**config.mk**
```make
export PLATFORM = sky130hd
export DESIGN_NAME = ccg_truth_table_sweeper
export DESIGN_NICKNAME = d
export VERILOG_FILES = /design/src/rtl/ccg_truth_table_sweeper.sv
export SDC_FILE = /design/constraint.sdc
export NUM_CORES = 1
export LEC_CHECK = 0
export CAP_MARGIN = 5
export CELL_PAD_IN_SITES_DETAIL_PLACEMENT = 0
export CELL_PAD_IN_SITES_GLOBAL_PLACEMENT = 2
export CORE_ASPECT_RATIO = 1.4
export CORE_MARGIN = 1
export CORE_UTILIZATION = 25
export CTS_CLUSTER_DIAMETER = 200
export DETAILED_ROUTE_END_ITERATION = 6
export HOLD_SLACK_MARGIN = 0.12
export PLACE_DENSITY_LB_ADDON = 0.1
export SLEW_MARGIN = 20
export SYNTH_ARGS = -nofsm -noshare
export SYNTH_HDL_FRONTEND = slang
export SYNTH_SLANG_ARGS = --single-unit
```
**constraint.sdc**
```tcl
create_clock -name clk -period 2.63 [get_ports clk]
set_clock_uncertainty 0.05 [all_clocks]
set_input_delay 0.3945 -clock clk [delete_from_list [all_inputs] [get_ports clk]]
set_output_delay 0.3945 -clock clk [all_outputs]
set_load 0.02 [all_outputs]
```
**src/rtl/ccg_truth_table_sweeper.sv**
```systemverilog
// Exhaustive input sweeper for a generated combinational circuit; streams truth-table rows.
// Optional MISR signature over accepted rows is enabled by defining CCG_SWEEP_MISR_EN.
module ccg_truth_table_sweeper #(
  parameter int N_IN   = 6,
  parameter int N_OUT  = 2,
  parameter int SETTLE = 1
) (
  input  logic             clk,
  input  logic             rst_n,
  input  logic             start,
  output logic [N_IN-1:0]  x_out,
  input  logic [N_OUT-1:0] f_in,
  output logic             tt_valid,
  input  logic             tt_ready,
  output logic [N_IN-1:0]  tt_addr,
  output logic [N_OUT-1:0] tt_data,
  output logic             busy,
  output logic             done,
  output logic [15:0]      signature
);

  localparam int CW = (SETTLE > 1) ? $clog2(SETTLE) : 1;
  localparam logic [N_IN-1:0] LAST_IDX = '1;

  typedef enum logic [1:0] {
    S_IDLE,
    S_APPLY,
    S_OUT,
    S_DONE
  } state_t;

  state_t           state_q, state_d;
  logic [N_IN-1:0]  idx_q, idx_d;
  logic [CW-1:0]    settle_q, settle_d;
  logic [N_IN-1:0]  addr_q;
  logic [N_OUT-1:0] data_q;
  logic             capture;
  logic             accept;

  assign accept = tt_valid & tt_ready;

  // NOTE: sequential state uses nonblocking assignments so every register samples pre-edge values.
  always_ff @(posedge clk or negedge rst_n) begin
    if (!rst_n) begin
      state_q  <= S_IDLE;
      idx_q    <= '0;
      settle_q <= '0;
    end else begin
      state_q  <= state_d;
      idx_q    <= idx_d;
      settle_q <= settle_d;
    end
  end

  // NOTE: every output of this block gets a default first, so no path can infer a latch.
  always_comb begin
    state_d  = state_q;
    idx_d    = idx_q;
    settle_d = settle_q;
    capture  = 1'b0;
    unique case (state_q)
      S_IDLE: begin
        if (start) begin
          state_d  = S_APPLY;
          idx_d    = '0;
          settle_d = '0;
        end
      end
      S_APPLY: begin
        if (settle_q == CW'(SETTLE - 1)) begin
          capture = 1'b1;
          state_d = S_OUT;
        end else begin
          settle_d = settle_q + 1'b1;
        end
      end
      S_OUT: begin
        // Completion is a compare on the last index, never a wrap of idx.
        if (accept) begin
          if (idx_q == LAST_IDX) begin
            state_d = S_DONE;
          end else begin
            idx_d    = idx_q + 1'b1;
            settle_d = '0;
            state_d  = S_APPLY;
          end
        end
      end
      S_DONE:  state_d = S_IDLE;
      default: state_d = S_IDLE;
    endcase
  end

  // Row register: sampled once per vector, after the settle window, and held through OUT.
  always_ff @(posedge clk or negedge rst_n) begin
    if (!rst_n) begin
      addr_q <= '0;
      data_q <= '0;
    end else if (capture) begin
      addr_q <= idx_q;
      data_q <= f_in;
    end
  end

  assign x_out    = (state_q == S_APPLY || state_q == S_OUT) ? idx_q : '0;
  assign tt_valid = (state_q == S_OUT);
  assign tt_addr  = addr_q;
  assign tt_data  = data_q;
  assign busy     = (state_q == S_APPLY) || (state_q == S_OUT);
  assign done     = (state_q == S_DONE);

`ifdef CCG_SWEEP_MISR_EN
  logic [15:0] sig_q;

  always_ff @(posedge clk or negedge rst_n) begin
    if (!rst_n) begin
      sig_q <= 16'h0000;
    end else if (state_q == S_IDLE && start) begin
      sig_q <= 16'h0000;
    end else if (accept) begin
      sig_q <= {sig_q[14:0], 1'b0} ^ (sig_q[15] ? 16'h1021 : 16'h0000) ^ 16'(data_q);
    end
  end

  assign signature = sig_q;
`else
  assign signature = 16'h0000;
`endif

endmodule
```
==> out/metrics.cfg <==
[min_path]
worstHoldStart=tt_addr[3]
hold_class=register to register

[cts]
numClockSinks=16
cts-hold-fix-buffers=0
post_cts_buffers=0
cts_resized=0
cts_buffers=3
cts_tree=yes
cts_htree_levels=1
clockBufferDepth=2
clock_latency_ns=0.25
cts_root_buffer=clkbuf_8
path_clk_slew_ns=0.06

[placed_design]
dp_cells=148
place.gp.congestion=0.764
port_buffers=22
dpl.hpwl_mm=1.48

[synthesis]
synthTopCellsByArea=dfrtp_1 41%, buf_4 12%, mux2_2 9.3%
syn_area_per_cell_um2=11.1
ys_types=33
yosys.area.top_type_share=0.414
yosysWarnings=0
ys_ff_latch=16
synth_cells=87
synth.largest_area_cell=dfrtp_1
yosysSeqAreaShare=0.414
syn_area_um2=967

[setup_path]
slowest_stage=clkdlybuf4s50_1
cp-start-kind=register
crit_family=buffers and inverters
crit_start=state_q[0]
path_buf_inv=2
cp_cell_sequence=inv_1 -> ha_1 -> and2_1 -> clkdlybuf4s50_1
r2r-start=state_q[0]
arrival_ns=1.90
crit_path_end_kind=output port
worstPathRequired_ns=2.19
slowest_delay_ns=0.60
crit_type=register to output port
worstPathMaxFanout=7

[grt]
grt_max_degree=17
grt_pass1_wl_mm=2.95
overflow=0
grt_pass1_vias=588
track_usage=0.106
antenna_found_initial=0

[drt]
drtIter0Drc=5
ant_nets=0
routed_wl_mm=1.93
avgViaCountPerCell=4.31
first_pass_iters=2
drc=0
wl_per_cell_um=12.8
num_vias=651

[cells_and_area]
layout_commonest_cell=clkdlybuf4s50_1
drive_gt1_frac=0.165
fin_cells=151
nets=122
diodes=0
syn_to_final_growth_pct=24.3
layout_common_cells=22 x clkdlybuf4s50_1, 16 x conb_1, 16 x dfrtp_1

[power]
clockPowerShare=0.167
power_density_nw_per_um2=903
intPower_mw=0.649
seq_power_share=0.320
p_comb_frac=0.513
switching_share=0.402
p_leak_nw=0.555
ir_worst_vdd_v=0.000390
p_sw_mw=0.437

[job]
cap_violations=0

[sta]
drv_slew=0
worstMarginPinSlew_ns=0.737
slew_headroom=0.507
rsz0062_at_grt=false
period_share=0.892
finalSetupViolCount=0
min_period_ns=2.35
fmax_mhz=426
timing.final.hold_violations=0
tns_ns=0

[die]
die_w_um=54.6
pin_count=39
die_area_um2=4120
initial_utilization=0.263
rows=26
core-area_um2=3680
dieHeight_um=75.6

[run_status]
status=finished clean

-- sequential cells by signal, summed over array words and instances (netlist names) --
name     flops
tt_addr      6
state_q      2
idx_q        6
tt_data      2
-- synth_stat cells, drive strengths merged --
cell	instances
a211o	1
a21o	1
a21oi	2
a22o	1
a311oi	1
a31oi	1
a32o	1
and2	6
and3	1
and4	1
buf	17
clkbuf	1
conb	1
dfrtp	16
ha	5
inv	3
mux2	8
mux2i	1
nand2	3
nand2b	1
nand3	1
nand3b	1
nor2	2
nor2b	2
nor3b	1
nor4	2
o21ai	1
o22ai	2
o2bb2ai	1
or2	2
-- final timing paths --
kind,end,slack [ns],depth (start not counted)
max,x_out[2],0.28,4
min,tt_addr[3],0.46,1
max reg2reg,idx_q[5],0.56,6
min reg2reg,tt_addr[3],0.46,1
max in group asynchronous,idx_q[1],1.53,1
min in group asynchronous,tt_data[0],0.53,1
-- through the flow --
step	util	cell area, um2	worst slack, ns	hold slack [ns]	total power [mW]
after detailed placement	0.316	1160	0.527	0.448	0.917
after global placement	0.316	1160	0.540	0.441	0.926
after global routing	0.327	1200	0.160	0.470	1.16
after floorplan	-	1020	0.629	0.0489	0.734
after CTS	0.327	1200	0.257	0.462	1.11
final	0.327	1200	0.283	0.456	1.09
-- area by class of cell --
class / instances / area (um2)
Fill cell: 385 / 2470
Timing Repair Buffer: 22 / 220
Clock buffer: 3 / 41.3
Tap cell: 42 / 52.6
Multi-Input combinational cell: 65 / 477
Sequential cell: 16 / 400
Inverter: 3 / 11.3
-- per-layer routing --
layer	share of wire	GRT usage	vias up
li1	-	-	313
met1	0.44	0.129	311
met2	0.49	0.163	22
met3	0.033	0.0140	5
met4	0.034	0.0855	0
met5	0	0	-
-- power by group through the flow --
stage	logic (mW)	registers, mW	clock network [mW]
3_3_place_gp	0.574	0.352	0
4_1_cts	0.567	0.349	0.190
2_1_floorplan	0.358	0.376	0
6_report	0.557	0.347	0.182
3_5_place_dp	0.562	0.354	0
5_1_grt	0.610	0.358	0.196
-- cells by family (layout without fill, tap and decap cells) --
kind of cell | after synthesis | in the layout | share of synthesized area
compound gates | 12 | 12 | 0.111
fa+ha+maj | 5 | 5 | 0.0647
buf+inv | 21 | 28 | 0.151
flops | 16 | 16 | 0.414
mux | 9 | 9 | 0.103
other cells | 1 | 16 | 0.00388
simple gates | 23 | 23 | 0.151
Power figures use the tool's default switching activity.
